**src/rtl/snake_pkg.sv**
```systemverilog
// Shared game types for the snake blocks: status codes, directions and body geometry.
package snake_pkg;

    typedef enum logic [1:0] {
        RESTART = 2'b00,
        START   = 2'b01,
        PLAY    = 2'b10,
        DIE     = 2'b11
    } game_status_t;

    typedef enum logic [1:0] {
        UP    = 2'd0,
        DOWN  = 2'd1,
        LEFT  = 2'd2,
        RIGHT = 2'd3
    } dir_t;

    localparam int COORD_W = 6;
    localparam int MAX_LEN = 16;

    function automatic dir_t reverse(input dir_t d);
        case (d)
            UP:      return DOWN;
            DOWN:    return UP;
            LEFT:    return RIGHT;
            default: return LEFT;
        endcase
    endfunction

endpackage

```
**src/rtl/snake_step_timer.sv**
```systemverilog
// Movement tick divider: counts enabled cycles and pulses o_step on the last count of each period.
module snake_step_timer #(
    parameter int MOVE_DIV = 12_500_000
) (
    input  logic i_clk,
    input  logic i_rst_n,
    input  logic i_en,
    input  logic i_clr,
    output logic o_step
);

    localparam int                CNT_W = $clog2(MOVE_DIV);
    localparam logic [CNT_W-1:0]  LAST  = CNT_W'(MOVE_DIV - 1);
    localparam logic [CNT_W-1:0]  ONE   = CNT_W'(1);

    logic [CNT_W-1:0] cnt_q;
    logic [CNT_W-1:0] cnt_d;

    always_comb begin
        o_step = i_en && (cnt_q == LAST);
        cnt_d  = cnt_q;
        if (i_clr) begin
            cnt_d = '0;
        end else if (i_en) begin
            cnt_d = o_step ? '0 : cnt_q + ONE;
        end
    end

    always_ff @(posedge i_clk or negedge i_rst_n) begin
        if (!i_rst_n) begin
            cnt_q <= '0;
        end else begin
            cnt_q <= cnt_d;
        end
    end

endmodule

```
**src/rtl/snake_body_unit.sv**
```systemverilog
// Per-player snake body engine: steps the body on a divided tick, applies key turns and growth,
// and raises sticky wall / self-collision flags for the game controller.
module snake_body_unit
    import snake_pkg::*;
#(
    parameter int         GRID_W   = 40,
    parameter int         GRID_H   = 30,
    parameter int         INIT_X   = 10,
    parameter int         INIT_Y   = 5,
    parameter logic [1:0] INIT_DIR = 2'd3,
    parameter int         MOVE_DIV = 12_500_000
) (
    input  logic                            i_clk,
    input  logic                            i_rst_n,
    input  logic [1:0]                      i_game_status,
    input  logic [3:0]                      i_key,
    input  logic                            i_grow,
    output logic [MAX_LEN-1:0][COORD_W-1:0] o_cube_x,
    output logic [MAX_LEN-1:0][COORD_W-1:0] o_cube_y,
    output logic [MAX_LEN-1:0]              o_is_exist,
    output logic                            o_hit_wall,
    output logic                            o_hit_body
);

    typedef logic [MAX_LEN-1:0][COORD_W-1:0] coord_arr_t;

    // Head at INIT, two trailing segments laid out opposite to the initial heading.
    function automatic coord_arr_t init_coords(input bit is_x);
        coord_arr_t c;
        int         base;
        int         trail;
        c     = '0;
        base  = is_x ? INIT_X : INIT_Y;
        trail = 0;
        case (dir_t'(INIT_DIR))
            UP:      if (!is_x) trail = 1;
            DOWN:    if (!is_x) trail = -1;
            LEFT:    if (is_x)  trail = 1;
            default: if (is_x)  trail = -1;
        endcase
        for (int k = 0; k < 3; k++) c[k] = COORD_W'(base + k * trail);
        return c;
    endfunction

    localparam coord_arr_t          INIT_CX    = init_coords(1'b1);
    localparam coord_arr_t          INIT_CY    = init_coords(1'b0);
    localparam logic [MAX_LEN-1:0]  INIT_EXIST = MAX_LEN'(7);
    localparam logic [COORD_W-1:0]  X_MAX      = COORD_W'(GRID_W - 1);
    localparam logic [COORD_W-1:0]  Y_MAX      = COORD_W'(GRID_H - 1);
    localparam logic [COORD_W-1:0]  ONE        = COORD_W'(1);

    coord_arr_t          cube_x_q, cube_x_d, cube_y_q, cube_y_d;
    logic [MAX_LEN-1:0]  exist_q, exist_d;
    dir_t                dir_cur_q, dir_cur_d, dir_req_q, dir_req_d;
    logic                grow_pend_q, grow_pend_d;
    logic                hit_wall_q, hit_wall_d, hit_body_q, hit_body_d;

    game_status_t        status;
    logic                step, at_wall, moved, body_hit, key_vld;
    logic [COORD_W-1:0]  new_x, new_y;
    coord_arr_t          shift_x, shift_y;
    logic [MAX_LEN-1:0]  exist_shift;
    dir_t                key_dir, dir_base;

    assign status = game_status_t'(i_game_status);

    snake_step_timer #(
        .MOVE_DIV (MOVE_DIV)
    ) u_step_timer (
        .i_clk   (i_clk),
        .i_rst_n (i_rst_n),
        .i_en    (status == PLAY),
        .i_clr   (status == RESTART),
        .o_step  (step)
    );

    // Wall test comes before the add/subtract so an off-grid coordinate is never formed.
    always_comb begin
        new_x   = cube_x_q[0];
        new_y   = cube_y_q[0];
        at_wall = 1'b0;
        case (dir_req_q)
            UP:      if (cube_y_q[0] == '0)    at_wall = 1'b1; else new_y = cube_y_q[0] - ONE;
            DOWN:    if (cube_y_q[0] == Y_MAX) at_wall = 1'b1; else new_y = cube_y_q[0] + ONE;
            LEFT:    if (cube_x_q[0] == '0)    at_wall = 1'b1; else new_x = cube_x_q[0] - ONE;
            default: if (cube_x_q[0] == X_MAX) at_wall = 1'b1; else new_x = cube_x_q[0] + ONE;
        endcase

        moved       = step && !at_wall;
        exist_shift = (moved && grow_pend_q) ? {exist_q[MAX_LEN-2:0], 1'b1} : exist_q;
        shift_x     = {cube_x_q[MAX_LEN-2:0], new_x};
        shift_y     = {cube_y_q[MAX_LEN-2:0], new_y};

        body_hit = 1'b0;
        for (int i = 1; i < MAX_LEN; i++) begin
            if (exist_shift[i] && (shift_x[i] == new_x) && (shift_y[i] == new_y)) body_hit = 1'b1;
        end

        key_vld = 1'b1;
        key_dir = UP;
        if      (i_key[0]) key_dir = UP;
        else if (i_key[1]) key_dir = DOWN;
        else if (i_key[2]) key_dir = LEFT;
        else if (i_key[3]) key_dir = RIGHT;
        else               key_vld = 1'b0;

        // A key arriving on a step cycle is judged against the heading the step commits.
        dir_base = step ? dir_req_q : dir_cur_q;
    end

    always_comb begin
        cube_x_d    = cube_x_q;
        cube_y_d    = cube_y_q;
        exist_d     = exist_q;
        dir_cur_d   = dir_cur_q;
        dir_req_d   = dir_req_q;
        grow_pend_d = grow_pend_q;
        hit_wall_d  = hit_wall_q;
        hit_body_d  = hit_body_q;
        case (status)
            RESTART: begin
                cube_x_d    = INIT_CX;
                cube_y_d    = INIT_CY;
                exist_d     = INIT_EXIST;
                dir_cur_d   = dir_t'(INIT_DIR);
                dir_req_d   = dir_t'(INIT_DIR);
                grow_pend_d = 1'b0;
                hit_wall_d  = 1'b0;
                hit_body_d  = 1'b0;
            end
            PLAY: begin
                if (step) begin
                    dir_cur_d = dir_req_q;
                    if (at_wall) begin
                        hit_wall_d = 1'b1;
                    end else begin
                        cube_x_d = shift_x;
                        cube_y_d = shift_y;
                        exist_d  = exist_shift;
                        if (body_hit) hit_body_d = 1'b1;
                    end
                end
                grow_pend_d = (moved ? 1'b0 : grow_pend_q) | i_grow;
                if (key_vld && (key_dir != reverse(dir_base))) dir_req_d = key_dir;
            end
            default: ;
        endcase
    end

    always_ff @(posedge i_clk or negedge i_rst_n) begin
        if (!i_rst_n) begin
            cube_x_q    <= INIT_CX;
            cube_y_q    <= INIT_CY;
            exist_q     <= INIT_EXIST;
            dir_cur_q   <= dir_t'(INIT_DIR);
            dir_req_q   <= dir_t'(INIT_DIR);
            grow_pend_q <= 1'b0;
            hit_wall_q  <= 1'b0;
            hit_body_q  <= 1'b0;
        end else begin
            cube_x_q    <= cube_x_d;
            cube_y_q    <= cube_y_d;
            exist_q     <= exist_d;
            dir_cur_q   <= dir_cur_d;
            dir_req_q   <= dir_req_d;
            grow_pend_q <= grow_pend_d;
            hit_wall_q  <= hit_wall_d;
            hit_body_q  <= hit_body_d;
        end
    end

    assign o_cube_x   = cube_x_q;
    assign o_cube_y   = cube_y_q;
    assign o_is_exist = exist_q;
    assign o_hit_wall = hit_wall_q;
    assign o_hit_body = hit_body_q;

endmodule

```
**config.mk**
```make
export PLATFORM = sky130hd
export DESIGN_NAME = snake_body_unit
export DESIGN_NICKNAME = d
export VERILOG_FILES = /design/src/rtl/snake_pkg.sv /design/src/rtl/snake_step_timer.sv /design/src/rtl/snake_body_unit.sv
export SDC_FILE = /design/constraint.sdc
export NUM_CORES = 1
export LEC_CHECK = 0
export ABC_AREA = 0
export CAP_MARGIN = 30
export CORE_AREA = 8 8 157 159
export CTS_BUF_LIST = sky130_fd_sc_hd__clkbuf_16
export CTS_CLUSTER_SIZE = 12
export DETAILED_ROUTE_END_ITERATION = 6
export DIE_AREA = 0 0 165 167
export PLACE_DENSITY = 0.88
export SYNTH_ARGS = -nofsm -noshare
export SYNTH_HDL_FRONTEND = slang
export SYNTH_SLANG_ARGS = --single-unit
```
**constraint.sdc**
```tcl
create_clock -name i_clk -period 6.7 [get_ports i_clk]
set_input_delay 1.34 -clock i_clk [delete_from_list [all_inputs] [get_ports i_clk]]
set_output_delay 1.34 -clock i_clk [all_outputs]
set_load 0.005 [all_outputs]
```
==> Word-level counts from Yosys, hierarchy flattened <==
Index checks and enable logic that the tools add are counted.
W data, S select, Z words.
{ "totals": {"wordCells": 200, "rom_bits": 0, "ff_bits": 239, "mem_count": 0, "ram_bits": 0, "latch_bits": 0, "out_inout_bits": 210, "input_bits": 9} }
{ "classes": {"n_eq_ne": 45, "n_addsub": 5, "n_mux": 62, "order_cmp": 0, "mul": 0, "reduce_logical": 47, "bitwise": 1, "div": 0, "shift": 0} }
{ "ops": {"columns": ["operator", "n"], "rows": [
  ["$mux W96", 4],
  ["$pmux W96 S2", 2],
  ["$eq A6 B6 Y1", 30],
  ["$mux W24", 3],
  ["$mux W16", 3],
  ["$logic_and A1 B1 Y1", 34],
  ["$pmux W16 S2", 1],
  ["$mux W1", 29],
  ["$add A24 B1 Y24 const B", 1],
  ["$eq A24 B24 Y1 const B", 1],
  ["$mux W6", 4],
  ["$pmux W6 S2", 2],
  ["$mux W2", 7],
  ["$add A6 B1 Y6 const B", 2],
  ["$logic_not A6 Y1", 2],
  ["$ne A2 B2 Y1 const B", 6],
  ["$sub A6 B1 Y6 const B", 2],
  ["$pmux W2 S2", 2],
  ["$reduce_and A4 Y1", 2],
  ["$eq A2 B2 Y1 const B", 3],
  ["$eq A6 B5 Y1 const B", 1],
  ["$eq A6 B6 Y1 const B", 1],
  ["$logic_not A2 Y1", 3],
  ["$pmux W1 S2", 3],
  ["10 further kinds", 12]
]} }

==> Depth between registers and ports, before layout <==
{ "depth": {"ltp_word": 28, "ltp_mapped": 13, "ltp_nobuf": 12} }

==> By module <==
Synthesis repeated with hierarchy kept, for this count alone.
{ "unflattened": {"cells_unflattened": 1095, "area_unflattened_um2": 12319.3} }
{ "modules_own_cells": {"columns": ["module", "instances", "area_each_um2", "cells_per_inst", "seq_area_each_um2"], "rows": [
  ["snake_body_unit", 1, 10915.5, 941, 5402.7],
  ["snake_step_timer", 1, 1403.8, 154, 600.6]
]} }

==> Worst setup path before layout <==
Ideal clock, no wire load.
{ "synth_path": {"path_type": "input to register", "startpoint": "input i_game_status[1]", "endpoint": "register hit_body_q (netlist: o_hit_body)", "t_required_ns": 6.564, "path_slack_ns": 3.179, "setup_time_ns": 0.136, "n_path_buf": 3, "cell_stages": 11, "arrival_ns": 3.386, "path_cell_list": "buf_2 -> nand2_1 -> or4_4 -> buf_6 -> nor3b_4 -> buf_6 -> mux2i_1 -> nor4_1 -> a22o_1 -> nor4_1 -> a31oi_1"} }
{ "synth_via": {"elab_chain_cells": 24, "word_cells_on_any_way": 57, "classes_between": "eq/ne (4); mux (17); reduce/logical (36)"} }
{ "synth_rtl": {"columns": ["item", "line", "rtl"], "rows": [
  ["start: declaration", "snake_body_unit.sv:15", "input logic [1:0] i_game_status,"],
  ["$eq A2 B2 Y1", "snake_body_unit.sv:72, snake_body_unit.sv:120", null],
  ["$logic_and A1 B1 Y1", "snake_step_timer.sv:20", "o_step = i_en && (cnt_q == LAST);"],
  ["$logic_and A1 B1 Y1", "snake_body_unit.sv:89", "moved = step && !at_wall;"],
  ["$logic_and A1 B1 Y1", "snake_body_unit.sv:90", "exist_shift = (moved && grow_pend_q) ? {exist_q[MAX_LEN-2:0], 1'b1} : exist_q;"],
  ["$mux W16", "snake_body_unit.sv:90", null],
  ["$logic_and A1 B1 Y1 (2 in a row)", "snake_body_unit.sv:96", "if (exist_shift[i] && (shift_x[i] == new_x) && (shift_y[i] == new_y)) body_hit = 1'b1;"],
  ["$mux W1 (15 in a row)", "snake_body_unit.sv:96", null],
  ["$ne A2 B2 Y1 (no line)", null, null],
  ["$reduce_and A4 Y1 (no line)", null, null],
  ["end signal: assignment", "snake_body_unit.sv:168", "hit_body_q <= hit_body_d;"],
  ["end: declaration", "snake_body_unit.sv:56", "logic hit_wall_q, hit_wall_d, hit_body_q, hit_body_d;"]
]} }
Parallel ways exist; a longest one is shown, timed or not. The select of a mux whose other input is x is not followed.
A chain may end at the register's enable or synchronous reset.

==> Worst setup path in the final report <==
{ "layout_path": {"startpoint": "register cube_x_q (netlist bit o_cube_x[0])", "endpoint": "register hit_body_q (netlist: o_hit_body)"} }
{ "layout_via": {"elab_chain_cells": 26, "word_cells_on_any_way": 77, "classes_between": "add/sub (2); eq/ne (18); mux (22); reduce/logical (35)"} }
{ "layout_rtl": {"columns": ["item", "line", "rtl"], "rows": [
  ["start: declaration", "snake_body_unit.sv:52", "coord_arr_t cube_x_q, cube_x_d, cube_y_q, cube_y_d;"],
  ["start signal: assignment", "snake_body_unit.sv:161", "cube_x_q <= cube_x_d;"],
  ["parallel branches: the longest is 25 deep, another holds $add A6 B1 Y6", null, null],
  ["$reduce_and A4 Y1 (no line) (*)", null, null]
]} }
Every way passes the cells marked *. The select of a mux whose other input is x is not followed.

==> impl_metrics.ini <==
[run_status]
status = completed

[global_routing]
grt_pass1_wl_um = 64300
grtUsageTotal_pct = 29.1
antenna_found_initial = 0
grt_max_degree = 177
grt_overflow = 0
grt_pass1_vias = 11400

[die]
boundaryPins = 219
num_rows = 55
floorplan.initialDensity_pct = 57.0
die_h_um = 167
dieArea_mm2 = 0.0276
fp.dieW_um = 165
core_mm2 = 0.0222

[sta]
skew_ns = 0.0145
max-slew-margin-rel_pct = 24.8
rsz0062_at_grt = no
setup_viol = 0
fmax_mhz = 225
hold_viol = 0
tns_ns = 0
finalCritPeriodShare_pct = 66.5
drv_slew = 0
worst_pin_slew_ns = 1.13
finalWorstPathRequiredPeriod_ns = 4.45

[setup_path]
endpoint_kind = flop
critPathKind = flop to flop
critical_path.top_delay_family = simple AND/OR/NAND/NOR gates
crit_chain = inv_1, ha_1, or4b_1, nor4b_1, a311o_1, buf_4, xor2_1, nor4_1, nand4_1, a2111oi_0, nor3_1, a31oi_1
worstPathArrival_ns = 4.89
worst-path-buf-inv = 2
critPathMaxFanout = 10
max_stage_delay_ns = 0.67
cp.required_ns = 7.14
start_kind = flop
crit_slowest_cell = a311o_1

[clocking]
cts_buffers = 25
cts_tree = yes
ctsHoldBuffers = 0
h-tree-depth = 1
clk_latency_ns = 0.53
postCtsSetupBuffers = 0
clk_path_buf_depth = 3
clock-root-buffer = clkbuf_16
post_cts_resized = 0
clock-sinks = 239
clkTransAtPathRegs_ns = 0.06

[placed_design]
io_buffer_count = 218
dpl.hpwl_um = 28200
placedInstanceArea_mm2 = 0.0149
gp_congestion = 0.968

[synthesis]
yosysWarnings = 0
synth_simple_gate_area_share_pct = 28.5
synth_edf_count = 0
synth_top_family_by_area = simple AND/OR/NAND/NOR gates
synth_xor_area_share_pct = 12.1
avgSynthCellArea_um2 = 8.68
synth_compound_area_share_pct = 6.79
syn-instance-count = 1460
synth-adder-area-share_pct = 0.592
yosysUniqueCellTypes = 70
synth_ff_type = dfrtp_1
synth.mux.area_fraction_pct = 0.316
ys_seq_area_share_pct = 47.3
synth-seq-cells = 239
synthesis.nets = 1475
synthArstFlopShare_pct = 100
syn_area_mm2 = 0.0127

[cells_and_area]
syn2layout_area_growth_pct = 23.1
final_cell_mix = 423 x nand2_1, 221 x dfrtp_1, 217 x clkdlybuf4s50_1
nets = 1636
fillers = 1616
layout-drive-gt1-share_pct = 5.32
design_area_mm2 = 0.0156
final_common_cell = nand2_1
n_antenna_cell = 0

[pwr]
p_leak_nw = 7.39
ir_worst_vdd_mv = 0.193
p_per_area_mw_per_mm2 = 187
p_total_mw = 2.91

[routing]
drc_errors = 0
routed_wl_um = 41400
wl_per_cell_um = 21.6
antenna_left = 0
dr.pass1.iters = 7
vias_per_cell = 6.21
drt_iter0_drc = 1595
via_count = 11900

[worst_hold_path]
hold_path_class = flop to flop

[run]
max-cap-violations = 0
layout make-up:
cell class                      count  area (um2)  area share (%)
Inverter                           11        41.3           0.264
Clock inverter                     15        58.8           0.377
Tap cell                          285         357            2.28
Sequential cell                   239        6000            38.4
Clock buffer                       25         626            4.01
Multi-Input combinational cell   1106        6150            39.4
Timing Repair Buffer              238        2380            15.2
metal layers:
metal,track usage [%],routed length [um],share of wire [%],up-vias
met5,0,0,0,-
met3,8.14,4910,12,136
li1,-,-,-,5243
met1,37.2,15500,37,5783
met4,12.2,1770,4.3,0
met2,45.6,19200,46,747
sequential cells by signal, summed over array words and instances, names as in the netlist:
| register | flops |
|---|---|
| dir_cur_q | 2 |
| o_hit_body | 1 |
| grow_pend_q | 1 |
| dir_req_q | 2 |
| o_is_exist | 16 |
| u_step_timer.cnt_q | 24 |
| o_cube_y | 96 |
| o_hit_wall | 1 |
| o_cube_x | 96 |
worst min-delay path, stage by stage (launching register included):
cell and delay [ns]:
dfrtp_1 0.34, nand3_1 0.06, nand2_1 0.05
per-stage QoR:
stage	util (%)	setup WS (ns)	std cells	hold slack (ns)
after floorplan	-	3.18	1460	0.450
after global placement	67.1	2.08	1878	0.471
after detailed placement	67.2	1.95	1879	0.483
after CTS	70.3	2.43	1919	0.492
after global routing	70.3	2.14	1919	0.505
final	70.3	2.25	1919	0.492
Yosys cell counts, types with 6 or more instances:
library cell	number	share of area (%)
xor2_1	91	6.3
or2_2	6	0.30
dfstp_2	18	3.7
nand3_1	199	7.9
a2111oi_0	6	0.41
nand2_1	423	13
o31ai_1	6	0.36
o21ai_0	49	1.9
buf_6	6	0.53
a21oi_1	16	0.63
ha_1	6	0.59
dfrtp_1	221	44
a22o_1	9	0.62
and3_1	12	0.59
xnor2_1	83	5.7
clkbuf_1	53	1.6
buf_4	8	0.47
inv_1	11	0.33
buf_1	19	0.56
nand2b_1	6	0.30
nor2_1	40	1.2
nor3_1	31	1.2
nand4_1	28	1.4
nor4_1	25	1.2
buf_2	17	0.67
final timing paths:
| kind | to | depth (start not counted) | start | slack [ns] |
|---|---|---|---|---|
| min in group asynchronous | o_cube_y[94]$_DFFE_PN0P_ | 1 | i_rst_n | 0.85 |
| worst min-delay path | o_cube_y[90]$_DFFE_PN0P_ | 2 | o_cube_y[90]$_DFFE_PN0P_ | 0.49 |
| worst max-delay path | o_hit_body$_DFFE_PN0P_ | 12 | o_cube_x[0]$_DFFE_PN0P_ | 2.25 |
| worst min register to register | o_cube_y[90]$_DFFE_PN0P_ | 2 | o_cube_y[90]$_DFFE_PN0P_ | 0.49 |
| max in group asynchronous | o_cube_x[38]$_DFFE_PN0P_ | 2 | i_rst_n | 4.61 |
| worst max register to register | o_hit_body$_DFFE_PN0P_ | 12 | o_cube_x[0]$_DFFE_PN0P_ | 2.25 |
where the power goes:
part	total [mW]	internal (mW)	leakage [nW]	switching, mW
clock network	1.23	0.665	0.363	0.560
registers	1.47	1.45	3.27	0.0168
logic	0.218	0.0679	3.75	0.150
total	2.91	2.19	7.39	0.727
logic make-up after synthesis:
kind of cell | Yosys count
buffers and inverters | 115
AND/OR/NAND/NOR | 798
XOR/XNOR | 175
AO/OA/AOI/OAI | 123
flip-flops | 239
adder cells (fa/ha/maj) | 6
multiplexers | 4
No activity file was read; power rests on OpenSTA's default activity.
